**src/rtl/mult_seq_ctrl.sv**
```systemverilog
// mult_seq_ctrl: sequencer that forms a wide unsigned product
// one 3x3 digit-pair partial product per cycle, reusing mult_3x3.

module mult_3x3 (
    input  logic [2:0] x,
    input  logic [2:0] y,
    output logic [5:0] prod
);

    logic [2:0] row0;
    logic [2:0] row1;
    logic [2:0] row2;

    // AND-array rows shifted into place and summed
    always_comb begin
        row0 = x & {3{y[0]}};
        row1 = x & {3{y[1]}};
        row2 = x & {3{y[2]}};
        prod = {3'b000, row0}
             + {2'b00, row1, 1'b0}
             + {1'b0, row2, 2'b00};
    end

endmodule

module mult_seq_ctrl #(
    parameter int N_DIGITS = 2
) (
    input  logic                    clk,
    input  logic                    rst,
    input  logic                    in_valid,
    output logic                    in_ready,
    input  logic [3*N_DIGITS-1:0]   a,
    input  logic [3*N_DIGITS-1:0]   b,
    output logic                    out_valid,
    input  logic                    out_ready,
    output logic [6*N_DIGITS-1:0]   p,
    output logic                    busy
);

    localparam int W  = 3 * N_DIGITS;
    localparam int PW = 2 * W;
    localparam int IW = (N_DIGITS > 1) ? $clog2(N_DIGITS) : 1;
    localparam int SW = $clog2(PW) + 1;

    localparam logic [IW-1:0] LAST = IW'(N_DIGITS - 1);
    localparam logic [IW-1:0] ONE  = IW'(1);

    typedef enum logic [1:0] {
        IDLE = 2'd0,
        CALC = 2'd1,
        DONE = 2'd2
    } state_t;

    state_t        state;
    logic [W-1:0]  a_q;
    logic [W-1:0]  b_q;
    logic [PW-1:0] acc;
    logic [IW-1:0] i;
    logic [IW-1:0] j;

    logic [2:0]    a_dig;
    logic [2:0]    b_dig;
    logic [5:0]    pp;
    logic [SW-1:0] sh;
    logic [PW-1:0] pp_sh;
    logic [PW-1:0] acc_nxt;

    mult_3x3 u_mult (
        .x    (a_dig),
        .y    (b_dig),
        .prod (pp)
    );

    // select current digit pair and align its partial product
    always_comb begin
        a_dig   = a_q[3*i +: 3];
        b_dig   = b_q[3*j +: 3];
        sh      = SW'(3) * (SW'(i) + SW'(j));
        pp_sh   = PW'(pp) << sh;
        acc_nxt = acc + pp_sh;
    end

    // IDLE only accepts, and never while reset is held
    assign in_ready = (state == IDLE) && !rst;

    // control FSM with registered outputs and accumulator
    always_ff @(posedge clk or posedge rst) begin
        if (rst) begin
            state     <= IDLE;
            a_q       <= '0;
            b_q       <= '0;
            acc       <= '0;
            i         <= '0;
            j         <= '0;
            p         <= '0;
            out_valid <= 1'b0;
            busy      <= 1'b0;
        end else begin
            unique case (state)
                IDLE: begin
                    if (in_valid) begin
                        a_q   <= a;
                        b_q   <= b;
                        acc   <= '0;
                        i     <= '0;
                        j     <= '0;
                        busy  <= 1'b1;
                        state <= CALC;
                    end
                end
                CALC: begin
                    acc <= acc_nxt;
                    if (j == LAST) begin
                        j <= '0;
                        if (i == LAST) begin
                            p         <= acc_nxt;
                            out_valid <= 1'b1;
                            state     <= DONE;
                        end else begin
                            i <= i + ONE;
                        end
                    end else begin
                        j <= j + ONE;
                    end
                end
                DONE: begin
                    if (out_ready) begin
                        out_valid <= 1'b0;
                        busy      <= 1'b0;
                        state     <= IDLE;
                    end
                end
                default: begin
                    state <= IDLE;
                end
            endcase
        end
    end

endmodule
```
**config.mk**
```make
export PLATFORM = sky130hd
export DESIGN_NAME = mult_seq_ctrl
export DESIGN_NICKNAME = d
export VERILOG_FILES = /design/src/rtl/mult_seq_ctrl.sv
export SDC_FILE = /design/constraint.sdc
export NUM_CORES = 1
export LEC_CHECK = 0
export ABC_CLOCK_PERIOD_IN_PS = 4900
export CORE_MARGIN = 2
export CORE_UTILIZATION = 57
export DETAILED_ROUTE_END_ITERATION = 16
export MAX_ROUTING_LAYER = met4
export PLACE_DENSITY = 0.81
export RECOVER_POWER = 25
export SYNTH_ARGS = -nofsm -noshare
export SYNTH_HDL_FRONTEND = slang
export SYNTH_HIERARCHICAL = 1
export SYNTH_SLANG_ARGS = --single-unit
```
**constraint.sdc**
```tcl
create_clock -name clk -period 4.9 [get_ports clk]
set_input_delay 0.49 -clock clk [delete_from_list [all_inputs] [get_ports clk]]
set_output_delay 0.49 -clock clk [all_outputs]
set_load 0.05 [all_outputs]
```
==> results.sh <==
export IMPL_routed_wirelength_um=5651
export IMPL_numCtsBuffers=5
export IMPL_ys_top_cells_by_count="nand2_1, dfrtp_1, o21ai_0"
export IMPL_slew_headroom_pct=-48.64
export IMPL_start_util_pct=59.42
export IMPL_grt_max_degree=43
export IMPL_routedWlPerCell_um=13.82
export IMPL_clock_latency_ns=0.30
export IMPL_yosysWarnings=6
export IMPL_yosysSeqAreaShare_pct=37.20
export IMPL_violations="max-capacitance violations, max-slew violations"
export IMPL_area_growth_pct=13.15
export IMPL_ioPinCount=31
export IMPL_grt_pass1_wl_um=9673
export IMPL_cp_num_buf_inv=1
export IMPL_preCtsSetupSlack_ns=0.2970
export IMPL_synthTopCellsByArea="dfrtp_1, nand2_1, ha_1"
export IMPL_worst_slew_pin_slew_ns=2.230
export IMPL_drt_iter0_markers=123
export IMPL_fin_nets=379
export IMPL_ys_types=48
export IMPL_antenna_found_initial=0
export IMPL_n_antenna_cell=0
export IMPL_p_seq_share_pct=24.8
export IMPL_crit_required_ns=5.08
export IMPL_critical_path_cell_chain="mux2_2 -> and2_1 -> fa_1 -> ha_1 -> inv_1 -> fa_1 -> xnor2_1 -> mux2i_1 -> nor2_1 -> a31oi_1 -> o21ai_0 -> ha_1 -> a21oi_1 -> nand2_1 -> o21ai_0 -> a211o_1 -> nand3_1"
export IMPL_dieArea_um2=5535
export IMPL_ir_drop_mv=0.4817
export IMPL_h_tree_depth=2
export IMPL_synth_area_um2=2825
export IMPL_portBuffers=30
export IMPL_end_kind="register"
export IMPL_combPwrFrac_pct=65.5
export IMPL_grt_usage_pct=23.16
export IMPL_ctsRootBufferMaster="clkbuf_8"
export IMPL_clkSinkCount=42
export IMPL_max_freq_mhz=221.5
export IMPL_worstPathArrival_ns=4.69
export IMPL_std_cell_rows=25
export IMPL_ys_ff_latch=42
export IMPL_synth_area_leader_cell="dfrtp_1"
export IMPL_vias=2306
export IMPL_postCtsSetupRepairBufs=0
export IMPL_gp_congestion=0.9028
export IMPL_fp_dieW_um=74.40
export IMPL_clk_pin_slew_ns=0.08
export IMPL_critPathLaunchType="register"
export IMPL_crit_type="register to register"
export IMPL_ff2ff_setup_slack_ns=0.39
export IMPL_powerDensity_nw_per_um2=758.3
export IMPL_synthFlopType="dfrtp_1"
export IMPL_drive_above_1_share_pct=7.018
export IMPL_cp_slowest_cell="fa_1"
export IMPL_nFillCells=402
export IMPL_internal_power_uw=1205
export IMPL_final_setup_viol_count=0
export IMPL_cts_buffer_depth=2
export IMPL_status="finished with violations"
export IMPL_drc_errors=0
export IMPL_clock_skew_ns=0.006175
export IMPL_finalCritPeriodShare_pct=92.12
export IMPL_p_leak_uw=0.001505
export IMPL_grt_ovfl_total=0
export IMPL_antenna_left=0
export IMPL_drv_slew=43
export IMPL_hp_class="register to register"
export IMPL_syn_nets=360
export IMPL_final_setup_tns_ns=0
export IMPL_synth_top_area_share_pct=37.20
export IMPL_synth_most_common_cell="nand2_1"
export IMPL_hold_viol_final=0
export IMPL_critical_path_max_stage_delay_ns=0.53
export IMPL_synthCells=322
export IMPL_crit_path_max_fanout=7
export IMPL_cap_violations=1
export IMPL_viasPerCell=5.638
export IMPL_cts_tree="built"
export IMPL_avgSynthCellArea_um2=8.774
export IMPL_p_clk_share_pct=9.6
export IMPL_fin_crit_ns=4.514
export IMPL_synth_edf_count=0
export IMPL_critPathTopFamily="adder cells"
export IMPL_place_area_um2=3105
export IMPL_core_area_um2=4755
export IMPL_grt_pass1_vias=2146
export IMPL_rsz0062_at_grt="false"
export IMPL_netSwitchingFraction_pct=50.30
export IMPL_async_flop_share_pct=100.0
export IMPL_fin_ws_ns=0.3861
export IMPL_die_h_um=74.40
export IMPL_drt_first_pass_iters=4
export IMPL_fin_area_um2=3197
export IMPL_dp_final_hpwl_um=4027
export IMPL_p_sw_uw=1219
-- worst reg2reg max path: stages, from the launching register on --
cell and delay (ns):
dfrtp_1 0.47, mux2_2 0.39, and2_1 0.18, fa_1 0.53
ha_1 0.16, inv_1 0.05, fa_1 0.37, xnor2_1 0.31
mux2i_1 0.17, nor2_1 0.16, a31oi_1 0.05, o21ai_0 0.20
ha_1 0.31, a21oi_1 0.19, nand2_1 0.14, o21ai_0 0.44
a211o_1 0.20, nand3_1 0.07
-- routing by layer --
layer | global-route usage [%] | vias up | routed length [um]
li1 | - | 1162 | -
met1 | 30.36 | 1104 | 2706
met2 | 36.58 | 31 | 2712
met3 | 3.930 | 9 | 135
met4 | 7.738 | 0 | 97
met5 | - | - | 0
-- placed cells by master (no fill, tap or decap), types with 3 or more instances in the layout --
cell type	Yosys	final
mux2_2	8	8
mux2i_1	6	6
o211ai_1	4	4
nor3_1	4	4
o311ai_0	3	3
fa_1	3	3
o21ai_0	23	23
or3_1	4	4
nor2_1	15	15
nand3_1	17	17
and3_1	5	5
clkbuf_8	0	6
a31oi_1	7	7
a21o_1	3	3
clkdlybuf4s50_1	0	28
nor3b_1	3	3
xor2_1	4	4
dfrtp_1	42	42
a21oi_1	9	8
xnor2_1	4	4
nand2_1	66	66
ha_1	19	19
and2_1	10	10
inv_1	11	11
nand4_1	5	5
-- cell type report --
class | count | area, um2 | share of cell area [%]
Clock buffer | 7 | 86.33 | 2.701
Clock inverter | 1 | 5.005 | 0.1566
Inverter | 11 | 41.29 | 1.292
Multi-Input combinational cell | 250 | 1625 | 50.84
Sequential cell | 42 | 1051 | 32.88
Tap cell | 67 | 83.83 | 2.622
Timing Repair Buffer | 31 | 304.0 | 9.511
-- power by group through the flow --
stage / logic, uW / registers, uW / clock network (uW)
5_1_grt: 1780 / 621 / 254
2_1_floorplan: 1140 / 731 / 0
3_5_place_dp: 1570 / 608 / 0
4_1_cts: 1580 / 603 / 239
6_report: 1590 / 602 / 233
3_3_place_gp: 1540 / 606 / 0
-- path summary, 6_finish.rpt --
| kind | start | to | depth (start not counted) |
|---|---|---|---|
| setup / recovery | j$_DFFE_PP0P_ | acc[11]$_DFFE_PP0P_ | 17 |
| hold / removal | a_q[2]$_DFFE_PP0P_ | a_q[2]$_DFFE_PP0P_ | 2 |
| setup reg to reg | j$_DFFE_PP0P_ | acc[11]$_DFFE_PP0P_ | 17 |
| hold reg to reg | a_q[2]$_DFFE_PP0P_ | a_q[2]$_DFFE_PP0P_ | 2 |
| max in group asynchronous | rst | acc[9]$_DFFE_PP0P_ | 3 |
| min in group asynchronous | rst | p[0]$_DFFE_PP0P_ | 3 |
-- flip-flops by register name, summed over array words and instances, names as in the netlist --
name and cells:
a_q 6, acc 12, b_q 6, busy 1, i 1, j 1, out_valid 1, p 12
state 2
-- what timing repair did --
item / in CTS / in global routing
endpoints found under the hold margin: 0 / 0
resized for setup: 0 / 1
endpoints found under the setup margin: 0 / 3
hold buffers: 0 / 0
-- kinds of logic (layout without fill, tap and decap cells) --
kind of cell               after synthesis  in the layout  synth area share (%)
buffers and inverters                   30             50                 5.403
xor gates and xnor gates                 8              8                 2.480
AOI/OAI and AO/OA                       62             62                 13.69
DFF                                     42             42                 37.20
and+or+nand+nor                        144            144                 25.38
muxes                                   14             14                 5.315
adders and majority gates               22             22                 10.54
-- through the flow --
step	total power (uW)	utilization (%)	std cells	hold WS, ns
after floorplan	1870	-	322	0.4401
after CTS	2423	67.24	409	0.4853
final	2424	67.24	409	0.4815
after global placement	2145	65.32	401	0.4610
after detailed placement	2180	65.32	401	0.4615
after global routing	2650	67.24	409	0.5099
No activity file was read; power rests on OpenSTA's default activity.
